--- src/rtl/pll_ref_if.sv ---
// Control/status bundle between a supervisor and the PLL reference controller.
interface pll_ref_if;
  logic       cfg_en;
  logic       ref_tgl;
  logic       lck_raw;
  logic       pll_en;
  logic       ref_val;
  logic       pll_lck;
  logic [2:0] state;
  logic [7:0] fail_cnt;

  modport master (
    output cfg_en, ref_tgl, lck_raw,
    input  pll_en, ref_val, pll_lck, state, fail_cnt
  );

  modport slave (
    input  cfg_en, ref_tgl, lck_raw,
    output pll_en, ref_val, pll_lck, state, fail_cnt
  );
endinterface

--- src/rtl/pll_ref_ctrl.sv ---
// PLL reference controller: measures the divided reference period, qualifies
// it, enables the PLL after stable periods, watches for lock and backs off on
// failure.
module pll_ref_ctrl #(
  parameter int CNT_W    = 21,
  parameter int PER_NOM  = 102400,
  parameter int PER_TOL  = 15,
  parameter int VAL_N    = 2,
  parameter int LCK_TMO  = 4,
  parameter int HOLD_CYC = 1000
) (
  input logic     clk,
  input logic     rst,
  pll_ref_if.slave bus
);

  localparam int VW = $clog2(VAL_N + 1);
  localparam int GW = $clog2(LCK_TMO + 1);
  localparam int HW = $clog2(HOLD_CYC + 1);

  localparam logic [CNT_W-1:0] PER_LO   = CNT_W'(PER_NOM - PER_TOL);
  localparam logic [CNT_W-1:0] PER_HI   = CNT_W'(PER_NOM + PER_TOL);
  // Counter value one below the point where the top bit sets.
  localparam logic [CNT_W-1:0] TMO_PRE  = {1'b0, {(CNT_W-1){1'b1}}};
  localparam logic [VW-1:0]    VAL_LAST = VW'(VAL_N - 1);
  localparam logic [GW-1:0]    GCN_LAST = GW'(LCK_TMO - 1);
  localparam logic [HW-1:0]    HLD_LAST = HW'(HOLD_CYC - 1);

  typedef enum logic [2:0] {
    S_IDLE = 3'd0,
    S_MEAS = 3'd1,
    S_WAIT = 3'd2,
    S_LOCK = 3'd3,
    S_HOLD = 3'd4
  } state_t;

  state_t           state_q;
  logic             tgl_q;
  logic [CNT_W-1:0] per_cnt_q;
  logic             ref_val_q;
  logic             pll_en_q;
  logic             pll_lck_q;
  logic [VW-1:0]    vcnt_q;
  logic [GW-1:0]    gcnt_q;
  logic [HW-1:0]    hcnt_q;
  logic [7:0]       fail_cnt_q;

  logic edge_det;
  logic pv;
  logic tmo;
  logic bad;
  logic fail_evt;

  assign edge_det = bus.ref_tgl ^ tgl_q;
  assign pv       = edge_det && (per_cnt_q > PER_LO) && (per_cnt_q < PER_HI);
  // Fires on the cycle the counter rolls into its saturated top bit.
  assign tmo      = !edge_det && (per_cnt_q == TMO_PRE);
  assign bad      = (edge_det && !pv) || tmo;

  // A failure is only counted while enabled, in WAIT or LOCK.
  always_comb begin
    fail_evt = 1'b0;
    if (bus.cfg_en) begin
      if (state_q == S_WAIT)
        fail_evt = bad || (pv && !bus.lck_raw && gcnt_q == GCN_LAST);
      else if (state_q == S_LOCK)
        fail_evt = bad || (edge_det && !bus.lck_raw);
    end
  end

  // Reference edge detect and period counter (saturates on its top bit).
  always_ff @(posedge clk or posedge rst) begin
    if (rst) begin
      tgl_q     <= 1'b0;
      per_cnt_q <= '0;
    end else begin
      tgl_q <= bus.ref_tgl;
      if (edge_det)
        per_cnt_q <= CNT_W'(1);
      else if (!per_cnt_q[CNT_W-1])
        per_cnt_q <= per_cnt_q + CNT_W'(1);
    end
  end

  // Result of the latest period check; a timeout invalidates it.
  always_ff @(posedge clk or posedge rst) begin
    if (rst)
      ref_val_q <= 1'b0;
    else if (edge_det)
      ref_val_q <= pv;
    else if (tmo)
      ref_val_q <= 1'b0;
  end

  // Saturating failure counter, cleared only by reset.
  always_ff @(posedge clk or posedge rst) begin
    if (rst)
      fail_cnt_q <= 8'd0;
    else if (fail_evt && fail_cnt_q != 8'hFF)
      fail_cnt_q <= fail_cnt_q + 8'd1;
  end

  // Control FSM with registered outputs.
  always_ff @(posedge clk or posedge rst) begin
    if (rst) begin
      state_q   <= S_IDLE;
      pll_en_q  <= 1'b0;
      pll_lck_q <= 1'b0;
      vcnt_q    <= '0;
      gcnt_q    <= '0;
      hcnt_q    <= '0;
    end else if (!bus.cfg_en) begin
      state_q   <= S_IDLE;
      pll_en_q  <= 1'b0;
      pll_lck_q <= 1'b0;
      vcnt_q    <= '0;
      gcnt_q    <= '0;
      hcnt_q    <= '0;
    end else begin
      case (state_q)
        S_IDLE: begin
          state_q <= S_MEAS;
          vcnt_q  <= '0;
        end
        S_MEAS: begin
          if (pv) begin
            if (vcnt_q == VAL_LAST) begin
              state_q  <= S_WAIT;
              pll_en_q <= 1'b1;
              gcnt_q   <= '0;
            end else begin
              vcnt_q <= vcnt_q + VW'(1);
            end
          end else if (bad) begin
            vcnt_q <= '0;
          end
        end
        S_WAIT: begin
          if (pv && bus.lck_raw) begin
            state_q   <= S_LOCK;
            pll_lck_q <= 1'b1;
          end else if (fail_evt) begin
            state_q  <= S_HOLD;
            pll_en_q <= 1'b0;
            hcnt_q   <= '0;
          end else if (pv) begin
            gcnt_q <= gcnt_q + GW'(1);
          end
        end
        S_LOCK: begin
          if (fail_evt) begin
            state_q   <= S_HOLD;
            pll_en_q  <= 1'b0;
            pll_lck_q <= 1'b0;
            hcnt_q    <= '0;
          end
        end
        S_HOLD: begin
          if (hcnt_q == HLD_LAST) begin
            state_q <= S_MEAS;
            vcnt_q  <= '0;
            hcnt_q  <= '0;
          end else begin
            hcnt_q <= hcnt_q + HW'(1);
          end
        end
        default: begin
          state_q   <= S_IDLE;
          pll_en_q  <= 1'b0;
          pll_lck_q <= 1'b0;
        end
      endcase
    end
  end

  assign bus.pll_en   = pll_en_q;
  assign bus.pll_lck  = pll_lck_q;
  assign bus.ref_val  = ref_val_q;
  assign bus.state    = state_q;
  assign bus.fail_cnt = fail_cnt_q;

endmodule

--- src/flat_wrapper.sv ---
// flat-port wrapper written by rule: the top's interface ports become plain ports
module pll_ref_ctrl_flat 
#(
  parameter int CNT_W    = 21,
  parameter int PER_NOM  = 102400,
  parameter int PER_TOL  = 15,
  parameter int VAL_N    = 2,
  parameter int LCK_TMO  = 4,
  parameter int HOLD_CYC = 1000
)
  (clk, rst, bus_cfg_en, bus_ref_tgl, bus_lck_raw, bus_pll_en, bus_ref_val, bus_pll_lck, bus_state, bus_fail_cnt);
  pll_ref_if bus_i ();
  input logic clk;
  input logic rst;
  input wire logic [$bits(bus_i.cfg_en)-1:0] bus_cfg_en;
  input wire logic [$bits(bus_i.ref_tgl)-1:0] bus_ref_tgl;
  input wire logic [$bits(bus_i.lck_raw)-1:0] bus_lck_raw;
  output wire logic [$bits(bus_i.pll_en)-1:0] bus_pll_en;
  output wire logic [$bits(bus_i.ref_val)-1:0] bus_ref_val;
  output wire logic [$bits(bus_i.pll_lck)-1:0] bus_pll_lck;
  output wire logic [$bits(bus_i.state)-1:0] bus_state;
  output wire logic [$bits(bus_i.fail_cnt)-1:0] bus_fail_cnt;
  assign bus_i.cfg_en = bus_cfg_en;
  assign bus_i.ref_tgl = bus_ref_tgl;
  assign bus_i.lck_raw = bus_lck_raw;
  assign bus_pll_en = bus_i.pll_en;
  assign bus_ref_val = bus_i.ref_val;
  assign bus_pll_lck = bus_i.pll_lck;
  assign bus_state = bus_i.state;
  assign bus_fail_cnt = bus_i.fail_cnt;
  pll_ref_ctrl #(.CNT_W(CNT_W), .PER_NOM(PER_NOM), .PER_TOL(PER_TOL), .VAL_N(VAL_N), .LCK_TMO(LCK_TMO), .HOLD_CYC(HOLD_CYC)) u_core (.clk(clk), .rst(rst), .bus(bus_i));
endmodule
--- config.mk ---
export PLATFORM = sky130hd
export DESIGN_NAME = pll_ref_ctrl_flat
export DESIGN_NICKNAME = d
export VERILOG_FILES = /design/src/rtl/pll_ref_if.sv /design/src/rtl/pll_ref_ctrl.sv /design/src/flat_wrapper.sv
export SDC_FILE = /design/constraint.sdc
export NUM_CORES = 1
export LEC_CHECK = 0
export BUFFER_PORTS_ARGS = -buffer_cell sky130_fd_sc_hd__buf_4
export CAP_MARGIN = 0
export CORE_MARGIN = 1.5
export CORE_UTILIZATION = 40
export DETAILED_ROUTE_END_ITERATION = 7
export GPL_TIMING_DRIVEN = 0
export SYNTH_ARGS = -nofsm -noshare
export SYNTH_HDL_FRONTEND = slang
export SYNTH_SLANG_ARGS = --single-unit
--- constraint.sdc ---
create_clock -name clk -period 3.75 [get_ports clk]
set_input_delay 1.125 -clock clk [delete_from_list [all_inputs] [get_ports clk]]
set_output_delay 1.125 -clock clk [all_outputs]
set_load 0.005 [all_outputs]
==> metrics.cfg, run 1 <==
[run_status]
outcome=finished clean

[power_and_ir_drop]
p_seq_share_pct=56.7
pwr-share-clk_pct=33.4
total_leakage_power_uw=0.00140
pwr-share-comb_pct=9.8
switching_share_pct=25.1
p_int_uw=777
p_per_area_nw_per_um2=331
switchingPower_uw=260
peakVddDrop_mv=0.193

[synth]
synth-compound-area-share_pct=11.9
synth_xor_area_share_pct=8.20
seq_area_frac_synth_pct=46.0
netlist_area_sq_um=2780
synth_cells=293
synth_top_family_by_area=simple AND/OR/NAND/NOR gates
muxShareOfSynthArea_pct=3.24
synth_cell_types=54
ys_seq_elements=51
ys.flop_type=dfrtp_1
synth-simple-area-share_pct=24.0
ys_warn_count=0
syn_nets=305
ys_async_sr_fraction_pct=100
synth_enable_flop_cells=0
avgSynthCellArea_sq_um=9.48
yosys.area_share.adder_pct=3.15

[clock_tree]
clock_tree.root_cell=clkbuf_8
numCtsBuffers=5
clk_latency_ps=300
hold_buffers=0
cts.clk_slew.worst_paths_ps=90
postCtsSetupBuffers=0
cts-resized-gates=0
clock-sinks=51
clock_path_buffers=2
htree_levels=2
cts_tree=yes

[hold_path]
hold_end=u_core.bus.ref_val$_DFFE_PP0P_
holdCritPathClass=flip-flop to flip-flop
hp-start=u_core.bus.ref_val$_DFFE_PP0P_
hold_depth=1

[final_layout]
drive_gt1_share_pct=12.5
area_growth_syn_to_layout_pct=12.8
num-fill-cells=666
mostFrequentLayoutCells=dfrtp_1, nor2_1, nand2_1, buf_4, xor2_1
fin_nets=331
multi_input_comb_area_sq_um=1400
ff_latch_area_sq_um=1280
layout_commonest_cell=dfrtp_1
diodes=0

[floorplanning]
die_x_um=86.3
die_h_um=86.3
num_rows=30
start_util_pct=41.1
core_sq_um=6760
die_area_sq_um=7450
io_pins=19

[run]
cap_violations=0

[placed_design]
io_buffers=18
place_congestion=0.815
hpwlAfterDp_mm=4.02

[grt]
grt_pass1_vias=2203
grt-ovfl-total=0
grt.total_usage_pct=16.9
grt_pass1_wl_mm=10.0
grt_max_degree=37
antenna_found_initial=0

[critical_path]
regToRegSetupSlack_ps=870
start_kind=flip-flop
crit_arrival_ps=3070
cp-end-kind=flip-flop
crit_type=flip-flop to flip-flop
r2r_end=u_core.gcnt_q[0]$_DFFE_PP0P_
rr_worst_depth=6
critPathMaxFanout=10
crit_required_ps=3940
timing.rr.start=u_core.per_cnt_q[13]$_DFFE_PP0P_

[timing]
clock_skew_ps=5.30
slew_violations=0
relSlewSlack_pct=58.3
hold_viol=0
worstMarginPinSlew_ps=624
fin_crit_ps=2880
clock.fmax_mhz=347
setup_viol=0
fin_hold_ws_ps=492
tns_ps=0
period_share_pct=76.8
rsz0062_at_grt=no

[detailed_routing]
vias_per_cell=5.45
first_pass_iters=4
vias=2179
route.detailed.drc=0
drt-total-wl_mm=5.54
drtAntennaViolNets=0
drt_iter0_markers=107
wl_per_cell_um=13.8

## cell families (layout without fill, tap and decap cells)
group | after synthesis | after routing
adder cells (fa/ha/maj) | 7 | 7
XOR/XNOR | 26 | 26
AO/OA/AOI/OAI | 45 | 45
buffers and inverters | 25 | 52
multiplexers | 8 | 8
flip-flops | 51 | 51
AND/OR/NAND/NOR | 131 | 131
## flip-flops by register name, indices dropped and copies added, names as in the netlist
name / count
u_core.per_cnt_q: 21
u_core.hcnt_q: 10
u_core.bus.fail_cnt: 8
u_core.bus.state: 3
u_core.gcnt_q: 3
u_core.vcnt_q: 2
u_core.bus.pll_en: 1
u_core.bus.pll_lck: 1
u_core.bus.ref_val: 1
u_core.tgl_q: 1
## area by class of cell
type                       count  share of cell area (%)
buffer                        10                    1.40
inverter                      15                    1.80
sequential                    51                    40.8
timing repair buffer          19                    4.95
tap                           80                    3.20
multi-input combinational    217                    44.7
clock buffer                   8                    3.20
## critical path: stages, from the launching register on
cell and delay (ps):
dfrtp_1 440, or4_1 520, or4_1 460, a2111oi_4 420
buf_2 290, a311o_1 300, mux2_1 350
## layer usage
metal,wire length (um),part of all wire [%],track usage (%),up-vias
li1,-,-,-,1087
met1,2640,48,21.7,1052
met2,2670,48,28.1,33
met3,163,2.9,3.52,7
met4,70,1.3,6.45,0
met5,0,0,0,-
## power groups by stage
| stage | combinational, uW | sequential [uW] | clock [uW] |
|---|---|---|---|
| 6_report | 102 | 589 | 347 |
| 5_1_grt | 116 | 592 | 384 |
| 4_1_cts | 104 | 589 | 367 |
| 3_5_place_dp | 104 | 599 | 0 |
| 3_3_place_gp | 100 | 599 | 0 |
| 2_1_floorplan | 73.7 | 594 | 0 |
## worst max path at each step
| stage | slack [ps] | end | start |
|---|---|---|---|
| 2_1_floorplan | 1100 | u_core.bus.fail_cnt[1]$_DFFE_PP0P_ | bus_cfg_en |
| 3_3_place_gp | 640 | u_core.bus.fail_cnt[1]$_DFFE_PP0P_ | rst |
| 3_5_place_dp | 780 | u_core.bus.fail_cnt[1]$_DFFE_PP0P_ | bus_cfg_en |
| 4_1_cts | 870 | u_core.gcnt_q[0]$_DFFE_PP0P_ | u_core.per_cnt_q[13]$_DFFE_PP0P_ |
| 5_1_grt | 730 | u_core.gcnt_q[0]$_DFFE_PP0P_ | u_core.per_cnt_q[13]$_DFFE_PP0P_ |
| 6_report | 870 | u_core.gcnt_q[0]$_DFFE_PP0P_ | u_core.per_cnt_q[13]$_DFFE_PP0P_ |
## metrics by stage
step                total power, uW  worst slack, ps  cells  utilization [%]  cell area [sq um]
floorplan                       668             1100    293                -               2780
global route                   1090              725    400             46.4               3130
detailed placement              703              780    392             44.9               3030
CTS                            1060              873    400             46.4               3130
finish                         1040              868    400             46.4               3130
global placement                700              643    391             44.6               3010
## cell usage after synthesis (4+ instances only)
cell type / count / area (sq um)
ha_1: 7 / 87.6
nor3_1: 7 / 35.0
nor2_1: 43 / 161
inv_1: 15 / 56.3
xnor2_1: 9 / 78.8
a21oi_1: 11 / 55.1
or4_1: 4 / 30.0
nand2_1: 27 / 101
o21ai_0: 5 / 25.0
and3_1: 9 / 56.3
a31oi_1: 6 / 37.5
clkbuf_1: 7 / 26.3
xor2_1: 17 / 149
nand4_1: 10 / 62.6
dfrtp_1: 51 / 1280
nand3_1: 8 / 40.0
Note: power is estimated with default switching activity, not from simulation.
==> run 2: changes to the inputs <==
==> constraint.sdc (replaced) <==
create_clock -name clk -period 2.9 [get_ports clk]
set_input_delay 0.87 -clock clk [delete_from_list [all_inputs] [get_ports clk]]
set_output_delay 0.87 -clock clk [all_outputs]
set_load 0.005 [all_outputs]
==> run 2 against run 1 <==
  * Total power rose by 29%
  * Global-route usage is the same
  * Setup slack worse by 720 ps
  * Largest cell class unchanged
  * Highest routed layer unchanged
==> metrics.cfg, run 2 (same netlist as run 1, synthesis figures left out) <==
[run_status]
outcome=finished clean

[critical_path]
regToRegSetupSlack_ps=150
cp-end-kind=flip-flop
crit_type=flip-flop to flip-flop
crit_chain=or4_1 -> or4_1 -> a2111oi_4 -> a221oi_1 -> a311o_1 -> mux2_1
critPathMaxFanout=5
crit_path_frequent_cell=or4_1
crit_required_ps=3090
rr_worst_depth=6
start_kind=flip-flop
crit_arrival_ps=2940
max_stage_delay_ps=520
r2r_end=u_core.gcnt_q[0]$_DFFE_PP0P_
crit_family=simple AND/OR/NAND/NOR gates
timing.rr.start=u_core.per_cnt_q[13]$_DFFE_PP0P_
path_buf_inv=0
slowest_stage=or4_1

[final_layout]
largest_register_ffs=21
layout_commonest_cell=dfrtp_1
diodes=0
fin_cells=400
mostFrequentLayoutCells=dfrtp_1, nor2_1, nand2_1, buf_4, xor2_1
fin_nets=331
drive_gt1_share_pct=13.1
area_growth_syn_to_layout_pct=13.2
regMostFlops=u_core.per_cnt_q

[timing]
clock_skew_ps=4.96
relSlewSlack_pct=59.2
fin_crit_ps=2750
hold_viol=0
worstMarginPinSlew_ps=610
period_share_pct=95.0
clock.fmax_mhz=363
setup_viol=0
tns_ps=0
slew_violations=0
rsz0062_at_grt=no

[power_and_ir_drop]
power_uw=1340
peakVddDrop_mv=0.250
p_per_area_nw_per_um2=428
total_leakage_power_uw=0.00140

[floorplanning]
die_x_um=86.3
core_sq_um=6760
num_rows=30
start_util_pct=41.1
die_area_sq_um=7450
io_pins=19
die_h_um=86.3

[placed_design]
place_inst=392
place_congestion=0.815
io_buffers=18
hpwlAfterDp_mm=4.02

[clock_tree]
numCtsBuffers=5
clock_tree.root_cell=clkbuf_8
clock_path_buffers=2
cts.clk_slew.worst_paths_ps=90
clk_latency_ps=300
htree_levels=2
clock-sinks=51
cts_tree=yes
hold_buffers=0

[hold_path]
hp-start=u_core.bus.ref_val$_DFFE_PP0P_
holdCritPathClass=flip-flop to flip-flop
hold_end=u_core.bus.ref_val$_DFFE_PP0P_
hold_depth=1

[detailed_routing]
drt_iter0_markers=126
route.detailed.drc=0
vias_per_cell=5.48
vias=2190
wl_per_cell_um=13.9
drtAntennaViolNets=0
drt-total-wl_mm=5.55
first_pass_iters=4

[grt]
grt.total_usage_pct=16.9
grt_pass1_vias=2203
grt_max_degree=37
grt_pass1_wl_mm=10.0
antenna_found_initial=0
grt-ovfl-total=0

[run]
cap_violations=0

## run 2: cell counts in the layout (fill, tap and decap cells not counted)
No cell type changed its count.
## run 2: worst max path at each step
stage                                          to  cells after the start                              from  slack (ps)
6_report             u_core.gcnt_q[0]$_DFFE_PP0P_                      6  u_core.per_cnt_q[13]$_DFFE_PP0P_         150
5_1_grt              u_core.gcnt_q[0]$_DFFE_PP0P_                      6  u_core.per_cnt_q[13]$_DFFE_PP0P_          10
4_1_cts              u_core.gcnt_q[0]$_DFFE_PP0P_                      6  u_core.per_cnt_q[13]$_DFFE_PP0P_          20
3_5_place_dp         u_core.gcnt_q[0]$_DFFE_PP0P_                      6  u_core.per_cnt_q[13]$_DFFE_PP0P_          40
3_3_place_gp   u_core.bus.fail_cnt[1]$_DFFE_PP0P_                      2                               rst          50
2_1_floorplan        u_core.gcnt_q[0]$_DFFE_PP0P_                      6  u_core.per_cnt_q[13]$_DFFE_PP0P_         280
## run 2: area by class of cell
class	count	area, sq um
multi-input cells	217	1410
flip-flops and latches	51	1280
repair buffers	19	155
well taps	80	100
fillers	668	3610
inverters	15	56.3
plain buffers	10	46.3
clock buffers	8	100
## run 2: per-layer routing
layer	share of wire (%)	GRT usage [%]
met4	1.5	6.45
met5	0	0
met3	3.3	3.52
met2	48	28.1
met1	47	21.7
## run 2: stage by stage
stage	hold WS, ps	worst slack, ps	util [%]	cell area, sq um
global route	519	10.6	46.5	3140
finish	497	145	46.5	3140
global placement	463	47.8	44.6	3010
CTS	497	23.3	46.4	3130
floorplan	449	276	-	2780
detailed placement	476	39.9	44.9	3030
## run 2: timing repair
item                                   in CTS  in global routing
buffers inserted                            0                  0
resized for setup                           0                  4
endpoints found under the hold margin       0                  0
setup endpoints to repair                   0                 13
## run 2: power by group
part	total [uW]	switching, uW	internal [uW]	leakage (uW)
Clock	449	230	218	0.0000515
Combinational	134	78.0	55.6	0.000651
Sequential	761	29.6	731	0.000700
Total	1340	338	1010	0.00140
==> run 3: changes to the inputs <==
--- a/config.mk
+++ b/config.mk
@@ -5,12 +5,16 @@
 export SDC_FILE = /design/constraint.sdc
 export NUM_CORES = 1
 export LEC_CHECK = 0
-export BUFFER_PORTS_ARGS = -buffer_cell sky130_fd_sc_hd__buf_4
+export BUFFER_PORTS_ARGS = -buffer_cell sky130_fd_sc_hd__buf_2
 export CAP_MARGIN = 0
+export CELL_PAD_IN_SITES_DETAIL_PLACEMENT = 1
+export CELL_PAD_IN_SITES_GLOBAL_PLACEMENT = 1
 export CORE_MARGIN = 1.5
 export CORE_UTILIZATION = 40
 export DETAILED_ROUTE_END_ITERATION = 7
+export GPL_ROUTABILITY_DRIVEN = 0
 export GPL_TIMING_DRIVEN = 0
+export PLACE_DENSITY_LB_ADDON = 0.1
 export SYNTH_ARGS = -nofsm -noshare
 export SYNTH_HDL_FRONTEND = slang
 export SYNTH_SLANG_ARGS = --single-unit
==> run 3 against run 2 <==
  * Flip-flop and latch count is the same
  * Final area decreased by 1.0%
  * Critical path depth stayed put
  * Count of clock-buffer cells in the layout is 2 lower
  * Critical path type unchanged
  * Critical endpoint unchanged
  * Largest cell class unchanged
==> metrics.cfg, run 3 (same netlist as run 1, synthesis figures left out) <==
[floorplanning]
die_h_um=86.3
io_pins=19
die_x_um=86.3
start_util_pct=41.1
num_rows=30
die_area_sq_um=7450
core_sq_um=6760

[run_status]
outcome=finished clean

[timing]
hold_viol=0
fin_crit_ps=2790
setup_viol=0
period_share_pct=96.3
relSlewSlack_pct=57.9
rsz0062_at_grt=no
clock.fmax_mhz=358
slew_violations=0
clock_skew_ps=6.68
worstMarginPinSlew_ps=627

[grt]
grt_pass1_vias=2208
grt.total_usage_pct=18.4
antenna_found_initial=0
grt_pass1_wl_mm=10.9
grt-ovfl-total=0
grt_max_degree=38

[critical_path]
crit_chain=or4_1 -> or4_1 -> a2111oi_4 -> a221oi_1 -> a311o_1 -> mux2_1
regToRegSetupSlack_ps=110
crit_required_ps=3090
crit_path_frequent_cell=or4_1
start_kind=flip-flop
r2r_end=u_core.gcnt_q[0]$_DFFE_PP0P_
crit_type=flip-flop to flip-flop
rr_worst_depth=6
critPathMaxFanout=5
crit_arrival_ps=2980
timing.rr.start=u_core.per_cnt_q[13]$_DFFE_PP0P_
max_stage_delay_ps=510
cp-end-kind=flip-flop
slowest_stage=or4_1

[run]
cap_violations=0

[hold_path]
hold_depth=1
hold_end=u_core.bus.ref_val$_DFFE_PP0P_
holdCritPathClass=flip-flop to flip-flop
hp-start=u_core.bus.ref_val$_DFFE_PP0P_

[detailed_routing]
drtAntennaViolNets=0
drt-total-wl_mm=6.45
vias_per_cell=5.55
first_pass_iters=4
vias=2218
route.detailed.drc=0
wl_per_cell_um=16.1
drt_iter0_markers=110

[clock_tree]
cts_tree=yes
clk_latency_ps=300
htree_levels=2
clock_path_buffers=2
numCtsBuffers=5
cts.clk_slew.worst_paths_ps=90
clock_tree.root_cell=clkbuf_8
clock-sinks=51

[final_layout]
layout_commonest_cell=dfrtp_1
post-route-util_pct=46.0
fin_area_sq_um=3110
diodes=0
area_growth_syn_to_layout_pct=12.0
drive_gt1_share_pct=13.8
mostFrequentLayoutCells=dfrtp_1, nor2_1, nand2_1, buf_2, xor2_1
largest_register_ffs=21
fin_nets=332
regMostFlops=u_core.per_cnt_q

[placed_design]
place_area_sq_um=2990
io_buffers=18
hpwlAfterDp_mm=4.55

[power_and_ir_drop]
total_leakage_power_uw=0.00140
peakVddDrop_mv=0.219
p_per_area_nw_per_um2=445

-- run 3: changes by cell type in the layout (fill, tap and decap cells not counted) --
cell	before	now
nor2_2	0	1
clkbuf_8	7	5
nor2_1	43	42
buf_2	1	19
dfrtp_2	0	1
bufinv_16	0	1
buf_4	20	3
dfrtp_1	51	50
-- run 3: worst max-delay path by stage --
stage	start	to	slack [ps]	cells after the start
2_1_floorplan	u_core.per_cnt_q[13]$_DFFE_PP0P_	u_core.gcnt_q[0]$_DFFE_PP0P_	280	6
3_3_place_gp	u_core.per_cnt_q[13]$_DFFE_PP0P_	u_core.gcnt_q[0]$_DFFE_PP0P_	8	6
3_5_place_dp	u_core.per_cnt_q[13]$_DFFE_PP0P_	u_core.gcnt_q[0]$_DFFE_PP0P_	-20	6
4_1_cts	u_core.per_cnt_q[13]$_DFFE_PP0P_	u_core.gcnt_q[0]$_DFFE_PP0P_	10	6
5_1_grt	u_core.per_cnt_q[1]$_DFFE_PP0P_	u_core.bus.fail_cnt[4]$_DFFE_PP0P_	20	9
6_report	u_core.per_cnt_q[13]$_DFFE_PP0P_	u_core.gcnt_q[0]$_DFFE_PP0P_	110	6
-- run 3: critical path: cells and delay by family, from the launching register on --
| kind | cells | cell delay [ps] |
|---|---|---|
| multiplexers | 1 | 340 |
| flip-flops | 1 | 440 |
| AO/OA/AOI/OAI | 3 | 920 |
| AND/OR/NAND/NOR | 2 | 980 |
-- run 3: final cells by class --
class	instances	area, sq um
fillers	794	3650
clock buffers	6	72.6
well taps	80	100
inverters	15	56.3
repair buffers	20	118
multi-input cells	217	1410
flip-flops and latches	51	1280
clock inverters	1	30.0
plain buffers	10	46.3
-- run 3: metal layers --
layer	routed length [um]	global-route usage (%)	vias to the layer above
met5	0	0	-
met4	45	3.67	0
met3	140	3.52	6
met2	3060	29.6	31
met1	3200	26.2	1091
li1	-	-	1090
-- run 3: what timing repair did --
action | CTS | global route
resized for setup | 1 | 4
endpoints found under the setup margin | 1 | 14
gates cloned | 0 | 0
pin swaps | 0 | 2
buffers inserted | 0 | 1
hold buffers | 0 | 0
-- run 3: power breakdown --
group	switching (uW)	internal, uW	leakage, uW
sequential	33.2	732	0.000699
clock	230	253	0.0000513
combinational	82.8	52.7	0.000652
total	346	1040	0.00140
-- run 3: stage by stage --
step                      TNS (ps)  worst slack [ps]  total power, uW  hold WS (ps)  std cells
after floorplan                  0               276              864           449        293
after global placement           0              8.01              906           462        391
after detailed placement     -15.4             -15.4              914           467        392
after CTS                        0              10.7             1400           488        399
after global routing             0              22.0             1460           508        400
final                            0               108             1380           484        400
